[src/rtl/muon_pkg.sv]
// ============================================================================
// Module   : muon_pkg
// Purpose  : Shared constants and state encoding for the muon decay-time BCD path.
// Revision : 1.0 - initial release
// ============================================================================
`default_nettype none

package muon_pkg;

  localparam int unsigned BCD_DIGIT_W = 4;
  localparam int unsigned N_DIGITS    = 8;
  localparam int unsigned BCD_W       = BCD_DIGIT_W * N_DIGITS;

  // Largest value representable in N_DIGITS decimal digits.
  localparam logic [26:0] BCD_MAX     = 27'd99_999_999;

  // All-nines pattern presented on overflow.
  localparam logic [BCD_W-1:0] BCD_SAT = {N_DIGITS{4'h9}};

  typedef enum logic [0:0] {
    IDLE = 1'b0,
    CONV = 1'b1
  } state_t;

endpackage : muon_pkg

`default_nettype wire

[src/rtl/bcd_digit_adjust.sv]
// ============================================================================
// Module   : bcd_digit_adjust
// Purpose  : Double-dabble nibble correction: adds 3 to any digit of 5 or more.
// Revision : 1.0 - initial release
// ============================================================================
`default_nettype none

module bcd_digit_adjust
  import muon_pkg::*;
(
  input  logic [BCD_DIGIT_W-1:0] din,
  output logic [BCD_DIGIT_W-1:0] dout
);

  // Nibbles above 9 only occur for out-of-range inputs; the 4-bit wrap is harmless there.
  assign dout = (din >= BCD_DIGIT_W'(5)) ? din + BCD_DIGIT_W'(3) : din;

endmodule : bcd_digit_adjust

`default_nettype wire

[src/rtl/bin_to_bcd8.sv]
// ============================================================================
// Module   : bin_to_bcd8
// Purpose  : Sequential double-dabble converter, binary count to 8 packed BCD digits.
// Revision : 1.0 - initial release
// ============================================================================
`default_nettype none

module bin_to_bcd8
  import muon_pkg::*;
#(
  parameter int unsigned BIN_W = 27
) (
  input  logic             clk,
  input  logic             rst,
  input  logic             start,
  input  logic [BIN_W-1:0] bin_in,
  output logic             busy,
  output logic             done,
  output logic             overflow,
  output logic [15:0]      digits_A,
  output logic [15:0]      digits_B
);

  localparam int unsigned CNT_W = $clog2(BIN_W + 1);

  state_t             r_state;
  logic [BIN_W-1:0]   r_shift;
  logic [BCD_W-1:0]   r_bcd;
  logic [CNT_W-1:0]   r_cnt;
  logic               r_ovf_pend;

  logic [BCD_W-1:0]   w_bcd_adj;
  logic [BCD_W-1:0]   w_bcd_next;
  logic [BCD_W-1:0]   w_result;
  logic               w_in_ovf;

  genvar gi;
  generate
    for (gi = 0; gi < N_DIGITS; gi++) begin : g_adj
      bcd_digit_adjust u_adj (
        .din  (r_bcd    [gi*BCD_DIGIT_W +: BCD_DIGIT_W]),
        .dout (w_bcd_adj[gi*BCD_DIGIT_W +: BCD_DIGIT_W])
      );
    end
  endgenerate

  // Bit 31 of the adjusted value falls off the top; it can only be set for overflow inputs.
  assign w_bcd_next = {w_bcd_adj[BCD_W-2:0], r_shift[BIN_W-1]};
  assign w_result   = r_ovf_pend ? BCD_SAT : w_bcd_next;
  assign w_in_ovf   = (bin_in > BIN_W'(BCD_MAX));

  always_ff @(posedge clk or posedge rst) begin
    if (rst) begin
      r_state    <= IDLE;
      r_shift    <= '0;
      r_bcd      <= '0;
      r_cnt      <= '0;
      r_ovf_pend <= 1'b0;
      busy       <= 1'b0;
      done       <= 1'b0;
      overflow   <= 1'b0;
      digits_A   <= 16'h0000;
      digits_B   <= 16'h0000;
    end else begin
      done <= 1'b0;
      case (r_state)
        IDLE: begin
          if (start) begin
            r_shift    <= bin_in;
            r_bcd      <= '0;
            r_cnt      <= CNT_W'(BIN_W);
            r_ovf_pend <= w_in_ovf;
            busy       <= 1'b1;
            r_state    <= CONV;
          end
        end
        CONV: begin
          r_bcd   <= w_bcd_next;
          r_shift <= {r_shift[BIN_W-2:0], 1'b0};
          r_cnt   <= r_cnt - CNT_W'(1);
          if (r_cnt == CNT_W'(1)) begin
            digits_A <= w_result[31:16];
            digits_B <= w_result[15:0];
            overflow <= r_ovf_pend;
            done     <= 1'b1;
            busy     <= 1'b0;
            r_state  <= IDLE;
          end
        end
        default: begin
          busy    <= 1'b0;
          r_state <= IDLE;
        end
      endcase
    end
  end

endmodule : bin_to_bcd8

`default_nettype wire

[config.mk]
export PLATFORM = sky130hd
export DESIGN_NAME = bin_to_bcd8
export DESIGN_NICKNAME = d
export VERILOG_FILES = /design/src/rtl/muon_pkg.sv /design/src/rtl/bcd_digit_adjust.sv /design/src/rtl/bin_to_bcd8.sv
export SDC_FILE = /design/constraint.sdc
export NUM_CORES = 1
export LEC_CHECK = 0
export BUFFER_PORTS_ARGS = -buffer_cell sky130_fd_sc_hd__buf_2
export CAP_MARGIN = 20
export CORE_AREA = 2 2 173 90
export DETAILED_ROUTE_END_ITERATION = 8
export DIE_AREA = 0 0 175 92
export PLACE_DENSITY = 0.64
export SLEW_MARGIN = 25
export SYNTH_ARGS = -nofsm -noshare
export SYNTH_HDL_FRONTEND = slang
export SYNTH_SLANG_ARGS = --single-unit
export TNS_END_PERCENT = 30
[constraint.sdc]
create_clock -name clk -period 3.4 [get_ports clk]
set_input_delay 0.85 -clock clk [delete_from_list [all_inputs] [get_ports clk]]
set_output_delay 0.85 -clock clk [all_outputs]
set_load 0.01 [all_outputs]
==> metrics <==
Hold WC Path Type reg2reg; dominant cells by area after synthesis dfrtp_1 50%, mux2i_1 8.6%, o21ai_0 5.2%; Startpoint Class flip-flop; Initial DRC Count 158; vias in the first global route 3,678; clock slew at reported path FFs roughly 0.070 ns; FF-to-FF setup slack 1.44 ns; reg2reg path depth 4; GPL Wtd Cong 0.796; Area Overhead vs Synth 15.7%; I/O Buffers 64; postcts setup bufs 0; Critical Path, Cell by Cell buf_4 > nor2b_1 > o211ai_1 > a32oi_1; worst hold margin 0.481 ns; kind of critical path reg2reg; Die Span X 175 µm; crit path to r_ovf_pend; slew margin rel. 0.461; CTS tree built; Synth Instances roughly 480; die height 92 µm; largest family of logic cells by synthesized area compound AO/OA/AOI/OAI gates; Final Hold Violating Endpoints 0; required time of the critical path about 3.6 ns; clk_skew roughly 0.0085 ns; worst ir drop on vdd around 0.28 mV; max incr delay on CP 0.87 ns; fin crit share 0.577; initial antenna violation count 0; XOR/XNOR Fraction of Synth Area 0.0175; post-CTS sizing 0; dominant cell type by area after synthesis dfrtp_1; CTS buffer count 9; Yosys reg bits 101; Top FF cell, synth dfrtp_1; critical path's slowest cell dfrtp_4; # H-tree levels 3; synth unique cells 34; reg2reg start r_state; Final ANT Viol Nets 0; final max-slew violation count 0; total global routing overflow 0; mux contribution to synthesized area 0.0881; fraction of registers with async set/reset 1.00; Mapped Avg Cell Area between 10 and 15 µm²; syn_nets roughly 520; Sum Neg Setup Slack 0 ns; total number of yosys warnings 0; Final min period 1.96 ns; Routed WL ~11 mm; dpl hpwl 7.79 mm; crit path DAT 2.18 ns; # DRC 0; clock buffer depth 2; Clk Latency, worst-skew pair between 0.3 and 0.4 ns; Top Ports 65; initial core utilization 0.338; Final #Nets 576; Mapped Area 5010 µm²; die area approximately 16,000 µm²; Worst Tran Pin Value 0.809 ns; share of the synthesized area in the top cell type 0.504; Worst setup EP type flip-flop; drt via density 4.92; clock sink total 101; first-pass GRT wire length ~19 mm; row count 32; sequential fraction of the synthesis area 0.504; GRT Resource Usage Total 0.149; Leakage 2.79 nW; Via Count 3,627; share of post-route cells with drive strength above 1 0.184; status finished, final reports clean; power per cell area 930 nW/µm²; # diodes 0; crit path from r_state; final number of setup-violating endpoints 0; clock root buffer clkbuf_16; max cap viols 0; Synth Area in Compound Gates 0.157; core area 14,900 µm²; unrepaired setup endpoints after global routing no; routed len/inst 15.3 µm; Post-Synth Adder-Cell Area 0.0449; largest net degree at the start of global routing 73; Max Fclk 510 MHz; simple-gate share of the synthesized area 0.146; first drt pass iteration count 4; R2R Path End r_ovf_pend; Post-synth EDFFs 0; # hold bufs at CTS 0; crit path max fanout slightly above 70
## cell families (layout without fill, tap and decap cells)
family	count (synthesis)	count (layout)
DFF	101	101
and+or+nand+nor	132	132
AOI/OAI and AO/OA	123	123
buffers and inverters	47	105
adders and majority gates	18	18
xor gates and xnor gates	10	10
muxes	44	44
## layout by cell type (no fill, tap or decap), drive strengths merged
cell type / Yosys / layout
or4: 1 / 1
nand3: 8 / 8
dfrtp: 101 / 101
a21oi: 22 / 22
clkinv: 0 / 3
o21ai: 52 / 52
nor3: 13 / 13
nor2b: 3 / 3
a21o: 16 / 16
buf: 20 / 69
a32oi: 1 / 1
xnor2: 9 / 9
a2bb2oi: 7 / 7
nand4b: 2 / 2
clkbuf: 7 / 9
nand2b: 17 / 17
a22o: 16 / 16
clkinvlp: 0 / 1
mux2i: 43 / 43
inv: 20 / 23
xor2: 1 / 1
a211oi: 7 / 7
o211ai: 1 / 1
o31ai: 1 / 1
nand2: 48 / 48
nor2: 10 / 10
nor3b: 30 / 30
mux2: 1 / 1
ha: 18 / 18
## through the flow
step           setup WS (ns)   util  area, µm²  instances  power [mW]
2_1_floorplan           1.35      -       5020        475        3.77
3_3_place_gp            1.20  0.372       5520        721        4.29
3_5_place_dp            1.12  0.372       5520        721        4.43
4_1_cts                 1.44  0.391       5800        737        5.44
5_1_grt                 1.23  0.391       5800        737        5.83
6_report                1.44  0.391       5800        737        5.40
## cell type report
type                    instances  area (µm²)
clock buffers                   9         225
clock inverters                 7        56.3
fillers                      1491        9050
inverters                      20        78.8
multi-input cells             327        2270
flip-flops and latches        101        2530
well taps                     204         255
repair buffers                 69         383
## per-layer routing
layer	global-route usage	part of all wire
met1	0.217	0.53
met2	0.222	0.42
met3	0.0419	0.041
met4	0.0278	0.0067
met5	0	0
## worst max-delay path: cells and delay by family (launching register included)
family                 cells  cell delay, ns
DFF                        1            0.87
buffers and inverters      1            0.56
AOI/OAI and AO/OA          2            0.23
and+or+nand+nor            1            0.14
## state kept, by name, indices dropped and copies added, names as in the netlist, 5 cells and up
register,flops
r_shift,27
digits_B,16
r_cnt,5
digits_A,16
r_bcd,32
## worst min path at each step
stage,startpoint,endpoint,slack [ns],cells after the start
6_report,r_shift[20],r_shift[21],0.48,2
5_1_grt,digits_A[7],digits_A[7],0.51,2
4_1_cts,r_shift[20],r_shift[21],0.49,2
3_5_place_dp,digits_A[7],digits_A[7],0.47,2
3_3_place_gp,digits_A[11],digits_A[11],0.46,2
2_1_floorplan,r_shift[14],r_shift[15],0.45,2
## Yosys cell counts (all sizes together), types with 10 or more instances
cell	count
nor3	13
nand2b	17
o21ai	52
nor2	10
mux2i	43
buf	20
a21oi	22
inv	20
a22o	16
a21o	16
nand2	48
ha	18
nor3b	30
dfrtp	101
## where the power goes
part | switching [mW] | internal, mW | total, mW | leakage (nW)
Sequential | 0.491 | 1.72 | 2.21 | 1.28
Combinational | 1.15 | 1.04 | 2.19 | 1.37
Clock | 0.486 | 0.509 | 0.995 | 0.142
Total | 2.12 | 3.27 | 5.40 | 2.79
No activity file was read; power rests on OpenSTA's default activity.
